`src/rtl/tetromino_bag_queue.sv`:
```
// tetromino_bag_queue
// Piece-sequence generator: a 32-bit Galois LFSR feeds a candidate picker,
// which pushes one piece at a time into a small circular FIFO exposing the
// current piece and a flattened preview window.
// Optional feature macro: TETROMINO_BAG_EN
//   defined   -> N-bag shuffle (used-mask with linear probe, auto refill)
//   undefined -> candidate pushed directly, repeats allowed
module tetromino_bag_queue #(
    parameter int          NUM_PIECES    = 7,
    parameter int          PIECE_W       = 3,
    parameter int          PREVIEW_DEPTH = 3,
    parameter logic [31:0] SEED          = 32'h55555555
) (
    input  logic                               clk,
    input  logic                               rst,
    input  logic                               take,
    input  logic                               reseed,
    input  logic [31:0]                        seed,
    output logic [PIECE_W-1:0]                 piece,
    output logic                               piece_valid,
    output logic [PREVIEW_DEPTH*PIECE_W-1:0]   preview,
    output logic [$clog2(PREVIEW_DEPTH+2)-1:0] fill_count
);

    localparam int unsigned Q     = PREVIEW_DEPTH + 1;
    localparam int          CNT_W = $clog2(PREVIEW_DEPTH + 2);
    localparam int          PTR_W = (Q > 1) ? $clog2(Q) : 1;

    localparam logic [31:0]        LFSR_MASK = 32'h80200003;
    localparam logic [CNT_W-1:0]   Q_CNT     = CNT_W'(Q);
    localparam logic [PTR_W-1:0]   PTR_LAST  = PTR_W'(Q - 1);
    localparam logic [PIECE_W:0]   NUM_WIDE  = (PIECE_W+1)'(NUM_PIECES);
    localparam logic [PIECE_W-1:0] NUM_NARROW = PIECE_W'(NUM_PIECES);
    localparam logic [PIECE_W-1:0] CAND_LAST = PIECE_W'(NUM_PIECES - 1);

    typedef enum logic [1:0] {
        IDLE,
        PICK,
        DEAL
    } state_t;

    state_t             state_q, state_d;
    logic [31:0]        lfsr_q, lfsr_d;
    logic [PIECE_W-1:0] cand_q, cand_d;
    logic [PIECE_W-1:0] fifo_q [Q];
    logic [PIECE_W-1:0] fifo_d [Q];
    logic [PTR_W-1:0]   rd_ptr_q, rd_ptr_d;
    logic [PTR_W-1:0]   wr_ptr_q, wr_ptr_d;
    logic [CNT_W-1:0]   count_q, count_d;
`ifdef TETROMINO_BAG_EN
    logic [NUM_PIECES-1:0] used_q, used_d;
    logic [NUM_PIECES-1:0] cand_bit;
    logic [NUM_PIECES-1:0] used_set;
`endif

    logic [PIECE_W-1:0] cand_raw;
    logic [PIECE_W-1:0] cand_new;
    logic               pop;
    logic               push;

    // Advance a FIFO pointer by an offset, wrapping at the queue depth.
    function automatic logic [PTR_W-1:0] ptr_add(input logic [PTR_W-1:0] p,
                                                 input int unsigned      off);
        int unsigned s;
        s = 32'(p) + off;
        if (s >= Q) begin
            s = s - Q;
        end
        return PTR_W'(s);
    endfunction

    // Next-state logic for the LFSR, picker FSM, bag mask and FIFO pointers;
    // reseed overrides everything and restarts from a reset-equivalent state.
    always_comb begin
        lfsr_d   = {1'b0, lfsr_q[31:1]} ^ (lfsr_q[0] ? LFSR_MASK : 32'h0);
        state_d  = state_q;
        cand_d   = cand_q;
        fifo_d   = fifo_q;
        rd_ptr_d = rd_ptr_q;
        wr_ptr_d = wr_ptr_q;
        count_d  = count_q;
`ifdef TETROMINO_BAG_EN
        used_d   = used_q;
        cand_bit = '0;
        cand_bit[cand_q] = 1'b1;
        used_set = used_q | cand_bit;
`endif

        cand_raw = lfsr_q[PIECE_W-1:0];
        cand_new = ({1'b0, cand_raw} >= NUM_WIDE) ? (cand_raw - NUM_NARROW) : cand_raw;

        pop  = take && (count_q != '0);
        push = (state_q == DEAL);

        case (state_q)
            IDLE: begin
                if ((count_q < Q_CNT) || (pop && (count_q == Q_CNT))) begin
                    state_d = PICK;
                    cand_d  = cand_new;
                end
            end
            PICK: begin
`ifdef TETROMINO_BAG_EN
                if (!used_q[cand_q]) begin
                    used_d  = (&used_set) ? '0 : used_set;
                    state_d = DEAL;
                end else begin
                    cand_d = (cand_q == CAND_LAST) ? '0 : cand_q + 1'b1;
                end
`else
                state_d = DEAL;
`endif
            end
            DEAL: begin
                state_d = IDLE;
            end
            default: begin
                state_d = IDLE;
            end
        endcase

        if (pop) begin
            rd_ptr_d = (rd_ptr_q == PTR_LAST) ? '0 : rd_ptr_q + 1'b1;
        end
        if (push) begin
            fifo_d[wr_ptr_q] = cand_q;
            wr_ptr_d = (wr_ptr_q == PTR_LAST) ? '0 : wr_ptr_q + 1'b1;
        end
        case ({push, pop})
            2'b10:   count_d = count_q + 1'b1;
            2'b01:   count_d = count_q - 1'b1;
            default: count_d = count_q;
        endcase

        if (reseed) begin
            lfsr_d   = (seed != 32'h0) ? seed : SEED;
            state_d  = IDLE;
            rd_ptr_d = '0;
            wr_ptr_d = '0;
            count_d  = '0;
`ifdef TETROMINO_BAG_EN
            used_d   = '0;
`endif
        end
    end

    // All generator and queue state, cleared asynchronously on reset.
    always_ff @(posedge clk or posedge rst) begin
        if (rst) begin
            lfsr_q   <= SEED;
            state_q  <= IDLE;
            cand_q   <= '0;
            fifo_q   <= '{default: '0};
            rd_ptr_q <= '0;
            wr_ptr_q <= '0;
            count_q  <= '0;
`ifdef TETROMINO_BAG_EN
            used_q   <= '0;
`endif
        end else begin
            lfsr_q   <= lfsr_d;
            state_q  <= state_d;
            cand_q   <= cand_d;
            fifo_q   <= fifo_d;
            rd_ptr_q <= rd_ptr_d;
            wr_ptr_q <= wr_ptr_d;
            count_q  <= count_d;
`ifdef TETROMINO_BAG_EN
            used_q   <= used_d;
`endif
        end
    end

    // Output decode from registered FIFO state; empty slots read as zero.
    always_comb begin
        fill_count  = count_q;
        piece_valid = (count_q != '0);
        piece       = piece_valid ? fifo_q[rd_ptr_q] : '0;
        preview     = '0;
        for (int k = 0; k < PREVIEW_DEPTH; k++) begin
            if (int'(count_q) > k + 1) begin
                preview[k*PIECE_W +: PIECE_W] = fifo_q[ptr_add(rd_ptr_q, 32'(k + 1))];
            end
        end
    end

endmodule

```
`config.mk`:
```
export PLATFORM = sky130hd
export DESIGN_NAME = tetromino_bag_queue
export DESIGN_NICKNAME = d
export VERILOG_FILES = /design/src/rtl/tetromino_bag_queue.sv
export SDC_FILE = /design/constraint.sdc
export NUM_CORES = 1
export LEC_CHECK = 0
export ABC_AREA = 1
export BUFFER_PORTS_ARGS = -buffer_cell sky130_fd_sc_hd__clkbuf_2
export CORE_MARGIN = 4
export CORE_UTILIZATION = 50
export CTS_CLUSTER_DIAMETER = 50
export DETAILED_ROUTE_END_ITERATION = 10
export PLACE_DENSITY = 0.72
export SYNTH_ARGS = -nofsm -noshare
export SYNTH_HDL_FRONTEND = slang
export SYNTH_SLANG_ARGS = --single-unit
export TNS_END_PERCENT = 5
```
`constraint.sdc`:
```
create_clock -name clk -period 1.8 [get_ports clk]
set_input_delay 0.36 -clock clk [delete_from_list [all_inputs] [get_ports clk]]
set_output_delay 0.36 -clock clk [all_outputs]
set_load 0.1 [all_outputs]
```
==> impl_metrics.py, run 1 <==
metrics = {
    "status": {
        "status": "complete, but fails checks",
        "violations": "negative setup slack",
    },
    "timing": {
        "relSlewSlack": 0.6396,
        "hold_viol_final": 0,
        "period_minus_slack_ps": 2021,
        "drv_slew": 0,
        "finalSetupViolations": 12,
        "rsz0062_at_grt": "yes",
        "fin_skew_ps": 10.07,
        "layout_worst_path_cycle_share": 1.123,
        "worstMarginPinSlew_ps": 543.0,
        "max_freq_mhz": 494.9,
        "layout_setup_ws_ps": -220.8,
    },
    "floorplanning": {
        "core_sq_um": 5642,
        "io_pins": 52,
        "fp.dieArea_sq_um": 7244,
        "initial_utilization": 0.5269,
        "std_cell_rows": 27,
        "fp.dieH_um": 85.11,
        "die-width_um": 85.11,
    },
    "placement": {
        "portBuffers": 51,
        "dpl-instance-area_sq_um": 3735,
        "hpwl_um": 4811,
        "dp_cells": 508,
        "place_congestion": 0.8470,
    },
    "drt": {
        "first_iter_violations": 151,
        "drt.antenna.violating_nets": 0,
        "first_pass_iters": 4,
        "wl_um": 6518,
        "drc_errors": 0,
        "vias": 2601,
        "avgRoutedWirePerCell_um": 12.53,
        "vias_per_cell": 5.002,
    },
    "clocking": {
        "h-tree-depth": 2,
        "path_clk_slew_ps": 100,
        "cts_sinks": 56,
        "cts_tree": "built",
        "clock_tree.root_cell": "clkbuf_8",
        "cts_buffer_depth": 2,
        "clkLatencyLatePin_ps": 310,
        "ctsHoldBuffers": 0,
        "cts-buffers-inserted": 5,
    },
    "synth": {
        "synth_top_area_cell": "dfrtp_1",
        "seq_area_frac_synth": 0.4781,
        "synth_top_area_share": 0.3367,
        "syn_area_per_cell_sq_um": 7.642,
        "synth_area_sq_um": 2973,
        "synth.yosys.warnings": 0,
        "synth-seq-cells": 56,
        "syn_nets": 436,
        "ys_top_cells_by_area": "dfrtp_1 (34%), dfstp_2 (14%), nand2_1 (12%)",
        "synth.distinct_cells": 28,
        "syn-instance-count": 389,
    },
    "global_routing": {
        "globalRouteOverflowTotal": 0,
        "antenna_found_initial": 0,
        "grt_usage": 0.1884,
        "first_global_vias": 2492,
        "grt_max_degree": 57,
        "grt_pass1_wl_um": 11120,
    },
    "finish": {
        "fillCellCount": 435,
        "area_growth_pct": 34.93,
        "antenna_cells": 0,
        "final_cells": 520,
        "layout.nets": 494,
        "drive_above_1_share": 0.3571,
        "multiInputGateArea_sq_um": 1677,
        "final_area_sq_um": 4011,
        "ff_latch_area_sq_um": 1426,
    },
    "worst_setup_path": {
        "crit_path_start_kind": "register",
        "r2r-end": "fill_count[0]$_DFFE_PP0P_",
        "cp_slowest_cell": "dfrtp_2",
        "path_cells": "buf_6, ha_4, a21oi_4, nor2_4, nor3_4, buf_12",
        "worst_path_largest_cell_delay_ps": 450,
        "ff2ff_setup_slack_ps": 290,
        "worst_r2r_path_depth": 8,
        "critPathMaxFanout": 3,
        "timing.rr.start": "fill_count[0]$_DFFE_PP0P_",
        "crit_required_ps": 1440,
        "critPathTopFamily": "flip-flops",
        "critical_path_arrival_ps": 1660,
        "path_buf_inv": 2,
        "path_class": "register to primary output",
        "endpoint_kind": "primary output",
    },
    "power": {
        "p_leak_nw": 1.815,
        "power_density_nw_per_um2": 1306,
        "peakVddDrop_mv": 1.243,
    },
    "run": {
        "cap_viol_max_count": 0,
    },
    "min_path": {
        "hold_path_class": "primary input to async pin",
    },
}
-- cell type report --
cell class,count,share of cell area
flip-flops and latches,56,0.3556
clock buffers,6,0.02059
multi-input cells,292,0.4180
clock inverters,2,0.002495
repair buffers,62,0.1472
inverters,30,0.03369
well taps,72,0.02246
-- worst reg2reg max path: stages, from the launching register on --
cell and delay (ps):
dfrtp_2 450, inv_2 190, ha_4 220, nand2_8 70, nand2_1 110, nand2_2 100, a21oi_2 170, nand2_1 60
o21ai_0 70
-- flip-flops by register name, summed over array words and instances (netlist names) --
register and count:
cand_q 3, fill_count 3, fifo_q 12, rd_ptr_q 2, lfsr_q 32, wr_ptr_q 2
state_q 2
-- cells in the final DEF, fill, tap and decap left out, types with 12 or more instances in the layout --
master     n
dfrtp_1   36
o21ai_2   12
buf_12    17
or2_2     16
dfstp_2   16
clkbuf_2  38
o21ai_0   23
inv_1     22
nand2_1   94
nor2_1    82
-- cells by family after synthesis --
| logic type | Yosys count | share of synthesized area |
|---|---|---|
| buf+inv | 41 | 0.05766 |
| flops | 56 | 0.4781 |
| xor+xnor | 3 | 0.01137 |
| compound gates | 53 | 0.09554 |
| fa+ha+maj | 11 | 0.04630 |
| simple gates | 225 | 0.3110 |
-- stage by stage --
stage | hold slack [ps] | setup slack (ps) | setup TNS, ps | total power, mW | util
3_5_place_dp | 417.4 | 22.48 | 0 | 4.236 | 0.6620
6_report | 72.54 | -220.8 | -1975 | 5.238 | 0.7110
2_1_floorplan | 406.7 | -532.2 | -5271 | 3.518 | -
5_1_grt | 79.71 | -320.8 | -3128 | 5.562 | 0.7110
4_1_cts | 78.28 | -226.4 | -1887 | 5.070 | 0.6906
3_3_place_gp | 412.4 | 83.25 | 0 | 4.172 | 0.6620
-- cells in the mapped netlist --
master    count
buf_2         2
buf_4         2
clkbuf_1      5
o211ai_1      1
xor2_2        1
dfstp_2      16
dfrtp_1      40
nor3_1        5
inv_1        27
nand2_1      97
o22ai_1       2
nor2_4        2
o21bai_1      1
buf_6         1
o21ai_0      40
a21oi_1       4
nand4_1       1
buf_1         1
a22o_1        1
o21ai_1       2
nand2_2       2
nand3_1       9
nor2_1       93
xnor2_1       2
a21oi_2       2
inv_2         3
or2_2        16
ha_1         11
-- per-layer routing --
metal,part of all wire,track usage
met4,0.015,0.06331
met5,0,0
met2,0.50,0.3227
met3,0.042,0.03592
met1,0.44,0.2385
-- repair_timing --
item,CTS,global route
buffers inserted,1,3
gates resized for setup,26,23
gates cloned,0,0
setup endpoints to repair,13,12
pin swaps,4,5
hold endpoints to repair,0,0
-- where the power goes --
part	switching (mW)	internal, mW	leakage (nW)
Combinational	1.86	0.999	1.09
Sequential	0.175	1.50	0.671
Clock	0.392	0.308	0.0510
Total	2.43	2.81	1.82
-- worst max-delay path by stage --
stage                       to                       from  depth (start not counted)
global route        preview[0]    rd_ptr_q[0]$_DFFE_PP0P_                          5
floorplan           preview[6]  fill_count[0]$_DFFE_PP0P_                          5
CTS                 preview[2]  fill_count[0]$_DFFE_PP0P_                          6
finish              preview[0]  fill_count[0]$_DFFE_PP0P_                          6
detailed placement    piece[2]    rd_ptr_q[0]$_DFFE_PP0P_                          5
global placement    preview[1]    rd_ptr_q[0]$_DFFE_PP0P_                          4
No activity file was read; power rests on OpenSTA's default activity.
==> run 2, diff against run 1 <==
Settings changed: ABC_AREA 1 to not set, CTS_CLUSTER_DIAMETER 50 to not set.
==> run 2 against run 1 <==
Compared with the run above: the flow still finishes with violations (negative setup slack); maximum frequency decreased by 2.1%; setup slack got worse by 43 ps; sequential share of layout area increased by 1.9 points; sequential power increased by 4%; flip-flop and latch count unchanged; critical endpoint is now preview[2]; highest routed layer unchanged.
==> impl_metrics.py, run 2 <==
metrics = {
    "status": {
        "status": "complete, but fails checks",
        "violations": "negative setup slack",
    },
    "worst_setup_path": {
        "crit_required_ps": 1440,
        "path_class": "register to primary output",
        "ff2ff_setup_slack_ps": 160,
        "critical_path_arrival_ps": 1700,
        "critPathMaxFanout": 6,
        "worst_r2r_path_depth": 7,
        "timing.rr.start": "fill_count[0]$_DFFE_PP0P_",
        "crit_path_start_kind": "register",
        "endpoint_kind": "primary output",
        "r2r-end": "fill_count[1]$_DFFE_PP0P_",
    },
    "timing": {
        "hold_viol_final": 0,
        "finalSetupViolations": 12,
        "max_freq_mhz": 484.6,
        "layout_setup_ws_ps": -263.4,
        "fin_skew_ps": 8.052,
        "rsz0062_at_grt": "yes",
        "period_minus_slack_ps": 2063,
        "layout_worst_path_cycle_share": 1.146,
        "drv_slew": 0,
        "relSlewSlack": 0.6418,
        "worstMarginPinSlew_ps": 539.6,
    },
    "finish": {
        "largest_reg_flops": 32,
        "final_common_cell": "clkbuf_2",
        "regMostFlops": "lfsr_q",
        "multiInputGateArea_sq_um": 1475,
        "layout.nets": 360,
        "area_growth_pct": 29.94,
        "drive_above_1_share": 0.5032,
        "largest_registers": "lfsr_q (32), fifo_q (12)",
        "mostFrequentLayoutCells": "clkbuf_2 (38), dfrtp_1 (36), mux2_2 (26), nor2_1 (21), inv_1 (19)",
        "ff_latch_area_sq_um": 1426,
        "antenna_cells": 0,
        "final_util": 0.6787,
        "fillCellCount": 417,
    },
    "synth": {
        "yosysMostFrequentCell": "dfrtp_1",
        "synth_top_area_cell": "dfrtp_1",
        "synth.distinct_cells": 36,
        "synth-seq-cells": 56,
        "synth_top_area_share": 0.3417,
        "seq_area_frac_synth": 0.4853,
        "synth.yosys.warnings": 0,
        "synth_area_sq_um": 2929,
        "syn_area_per_cell_sq_um": 11.62,
        "synth_top_cells_by_count": "dfrtp_1 (40), mux2_2 (26), inv_1 (23), nor2_1 (22), a31oi_1 (17)",
        "syn-instance-count": 252,
        "synth_edf_count": 0,
        "ys.flop_type": "dfrtp_1",
        "synth-async-reset-ratio": 1.000,
        "syn_nets": 299,
        "ys_top_cells_by_area": "dfrtp_1 (34%), dfstp_2 (14%), mux2_2 (10%)",
    },
    "clocking": {
        "cts-buffers-inserted": 5,
        "cts_buffer_depth": 2,
        "cts_tree": "built",
        "path_clk_slew_ps": 90,
        "h-tree-depth": 2,
        "cts_sinks": 56,
        "clkLatencyLatePin_ps": 300,
        "clock_tree.root_cell": "clkbuf_8",
        "ctsHoldBuffers": 0,
    },
    "drt": {
        "drt.antenna.violating_nets": 0,
        "first_iter_violations": 67,
        "avgRoutedWirePerCell_um": 14.77,
        "drc_errors": 0,
        "vias_per_cell": 5.316,
        "wl_um": 5703,
        "first_pass_iters": 4,
        "vias": 2052,
    },
    "floorplanning": {
        "initial_utilization": 0.5223,
        "io_pins": 52,
        "core_sq_um": 5608,
        "fp.dieH_um": 84.54,
        "fp.dieArea_sq_um": 7147,
        "std_cell_rows": 27,
        "die-width_um": 84.54,
    },
    "global_routing": {
        "first_global_vias": 2169,
        "grt_max_degree": 60,
        "antenna_found_initial": 0,
        "grt_usage": 0.1709,
        "grt_pass1_wl_um": 9887,
        "globalRouteOverflowTotal": 0,
    },
    "placement": {
        "pre_cts_ws_ps": -12.32,
        "portBuffers": 51,
        "place_congestion": 0.7924,
        "hpwl_um": 4412,
    },
    "min_path": {
        "hold_path_class": "primary input to async pin",
    },
    "power": {
        "p_leak_nw": 1.663,
        "power_density_nw_per_um2": 1373,
        "peakVddDrop_mv": 1.268,
    },
    "run": {
        "cap_viol_max_count": 0,
    },
}
[run 2: worst max-delay path, cell delays in order, from the launching register on]
cell	delay [ps]
dfrtp_2	440
buf_12	140
mux4_2	500
nor2b_4	150
buf_12	170
[run 2: timing repair]
action	in CTS	in global routing
gates resized for setup	9	2
pin swaps	0	1
setup endpoints to repair	13	13
gates cloned	0	1
buffers inserted	3	1
[run 2: layout make-up]
cell class | instances | share of cell area
inverter | 23 | 0.02334
clock inverter | 1 | 0.001315
timing repair buffer | 69 | 0.1693
tap | 72 | 0.02367
multi-input combinational | 158 | 0.3876
sequential | 56 | 0.3748
clock buffer | 7 | 0.02005
[run 2: per-stage QoR]
stage               hold slack [ps]  cells  instance area [sq um]  total power [mW]  setup TNS (ps)
global route                  48.38    386                   3806             5.523           -3952
global placement              364.6    373                   3625             4.345               0
CTS                           29.34    384                   3765             5.180           -3185
floorplan                     446.3    252                   3037             3.615           -5819
detailed placement            369.7    373                   3625             4.421          -23.20
finish                        26.76    386                   3806             5.228           -2979
[run 2: power by group]
part	switching [mW]	internal [mW]
clock	0.370	0.274
combinational	1.60	1.23
sequential	0.237	1.52
total	2.20	3.02
[run 2: logic make-up (layout without fill, tap and decap cells)]
logic type	Yosys count	in the layout	synth area share
compound gates	34	34	0.07219
xor+xnor	7	7	0.02093
fa+ha+maj	12	12	0.05041
buf+inv	38	100	0.05809
flops	56	56	0.4853
mux	40	40	0.1991
simple gates	65	65	0.1141
[run 2: how the worst max path moves through the flow]
stage                         startpoint    endpoint
2_1_floorplan  fill_count[0]$_DFFE_PP0P_  preview[6]
3_3_place_gp   fill_count[1]$_DFFE_PP0P_  preview[1]
3_5_place_dp   fill_count[0]$_DFFE_PP0P_  preview[1]
4_1_cts          rd_ptr_q[0]$_DFFE_PP0P_  preview[2]
5_1_grt          rd_ptr_q[1]$_DFFE_PP0P_  preview[8]
6_report         rd_ptr_q[0]$_DFFE_PP0P_  preview[2]
[run 2: layer usage]
metal	track usage	vias to the layer above	share of wire
met5	0	-	0
met4	0.05036	0	0.012
met3	0.03337	7	0.049
met2	0.3189	50	0.54
met1	0.1967	991	0.40
li1	-	1004	-
==> run 3, diff against run 2 <==
Settings changed: CORE_MARGIN 4 to 1, PLACE_DENSITY 0.72 to not set, PLACE_DENSITY_LB_ADDON set to 0.3.
==> run 3 against run 2 <==
Compared with the run above: the flow still finishes with violations (negative setup slack); routed wire length fell by 2.1%; non-clock buffer count grew 3; final cell count rose by 0.78%; sequential share of layout area down 0.41 points; first-iteration DRC count increased by 13%; critical path depth did not move; combinational power about the same; register-to-register slack improved by 30 ps; cell area rose by 1.1%; global-route usage rose by 2.9 points; via count is 2.5% higher; critical endpoint is now preview[8]; largest cell class unchanged.
==> impl_metrics.py, run 3 (synthesis gave the netlist of run 2 again) <==
metrics = {
    "status": {
        "status": "complete, but fails checks",
        "violations": "negative setup slack",
    },
    "clocking": {
        "ctsHoldBuffers": 0,
        "cts_sinks": 56,
        "cts_buffer_depth": 2,
        "h-tree-depth": 2,
        "clock_tree.root_cell": "clkbuf_8",
        "cts_tree": "built",
        "clkLatencyLatePin_ps": 300,
        "cts-buffers-inserted": 5,
        "path_clk_slew_ps": 100,
    },
    "worst_setup_path": {
        "worst_path_largest_cell_delay_ps": 490,
        "crit_path_start_kind": "register",
        "path_cells": "buf_12, mux4_2, nor3b_4, buf_12",
        "ff2ff_setup_slack_ps": 190,
        "endpoint_kind": "primary output",
        "path_class": "register to primary output",
        "critical_path_arrival_ps": 1690,
        "cp_slowest_cell": "mux4_2",
        "critPathLaunch": "rd_ptr_q[1]$_DFFE_PP0P_",
        "crit_required_ps": 1440,
        "crit_top_cell": "buf_12",
        "critPathMaxFanout": 5,
        "timing.rr.start": "fill_count[0]$_DFFE_PP0P_",
    },
    "timing": {
        "rsz0062_at_grt": "yes",
        "layout_worst_path_cycle_share": 1.140,
        "max_freq_mhz": 487.2,
        "layout_setup_ws_ps": -252.5,
        "worstMarginPinSlew_ps": 537.5,
        "period_minus_slack_ps": 2052,
        "drv_slew": 0,
        "holdWs_ps": 90.63,
        "finalSetupViolations": 12,
        "fin_skew_ps": 2.162,
        "hold_viol_final": 0,
        "relSlewSlack": 0.6432,
    },
    "floorplanning": {
        "io_pins": 52,
        "fp.dieArea_sq_um": 6169,
        "core_sq_um": 5574,
        "die-width_um": 78.54,
        "fp.dieH_um": 78.54,
        "std_cell_rows": 27,
        "initial_utilization": 0.5255,
    },
    "global_routing": {
        "grt_max_degree": 60,
        "globalRouteOverflowTotal": 0,
        "grt_usage": 0.1995,
        "first_global_vias": 2060,
        "grt_pass1_wl_um": 9611,
        "antenna_found_initial": 0,
    },
    "finish": {
        "drive_above_1_share": 0.5110,
        "largest_reg_flops": 32,
        "final_common_cell": "clkbuf_2",
        "area_growth_pct": 31.40,
        "antenna_cells": 0,
        "regMostFlops": "lfsr_q",
        "final_util": 0.6905,
        "layout.nets": 363,
        "mostFrequentLayoutCells": "clkbuf_2 (38), dfrtp_1 (36), mux2_2 (26), nor2_1 (21), inv_1 (19)",
        "largest_registers": "lfsr_q (32), fifo_q (12)",
    },
    "drt": {
        "first_iter_violations": 76,
        "drt.antenna.violating_nets": 0,
        "first_pass_iters": 4,
        "wl_um": 5583,
        "drc_errors": 0,
        "vias": 2103,
        "avgRoutedWirePerCell_um": 14.35,
        "vias_per_cell": 5.406,
    },
    "min_path": {
        "hold_path_class": "primary input to async pin",
    },
    "power": {
        "p_leak_nw": 1.692,
        "power_density_nw_per_um2": 1391,
        "peakVddDrop_mv": 1.527,
    },
    "placement": {
        "hpwl_um": 4156,
        "portBuffers": 51,
        "place_congestion": 0.7306,
    },
    "run": {
        "cap_viol_max_count": 0,
    },
}
[run 3: per-layer routing]
metal | GRT usage | part of all wire
met1 | 0.2408 | 0.42
met2 | 0.3678 | 0.54
met3 | 0.03023 | 0.028
met4 | 0.05185 | 0.011
met5 | 0 | 0
[run 3: worst max-delay path: cells and delay by family (launching register included)]
kind,cells,cell delay (ps)
buffers and inverters,2,290
and+or+nand+nor,1,170
muxes,1,490
DFF,1,430
[run 3: final timing paths]
kind	to	depth (start not counted)
max reg2reg	fill_count[1]$_DFFE_PP0P_	7
max	preview[8]	4
min in group clk	lfsr_q[20]$_DFF_PP1_	3
max in group asynchronous	lfsr_q[8]$_DFF_PP1_	3
min	lfsr_q[29]$_DFF_PP0_	3
min reg2reg	state_q[1]$_DFFE_PP0P_	1
[run 3: repair_timing]
item | 4_1_cts | 5_1_grt
buffers inserted | 7 | 0
resized for setup | 4 | 5
setup endpoints to repair | 13 | 13
gates cloned | 0 | 1
[run 3: final cells by class]
type                       count  area [sq um]
tap                           72         90.09
inverter                      23         88.84
fill                         452          1725
sequential                    56          1426
clock inverter                 3         42.54
multi-input combinational    158          1465
clock buffer                   5         68.82
timing repair buffer          72         666.9
[run 3: stage by stage]
step / std cells / power, mW / TNS [ps] / setup WS [ps] / area, sq um
6_report: 389 / 5.354 / -2706 / -252.5 / 3849
3_5_place_dp: 373 / 4.410 / 0 / 25.31 / 3625
4_1_cts: 388 / 5.310 / -2725 / -240.7 / 3797
2_1_floorplan: 252 / 3.615 / -5819 / -458.5 / 3037
3_3_place_gp: 373 / 4.342 / 0 / 74.45 / 3625
5_1_grt: 389 / 5.635 / -3425 / -314.9 / 3849
[run 3: report_power, final]
part | internal [mW] | switching [mW] | total [mW]
logic | 1.22 | 1.60 | 2.82
registers | 1.51 | 0.220 | 1.73
clock network | 0.413 | 0.390 | 0.803
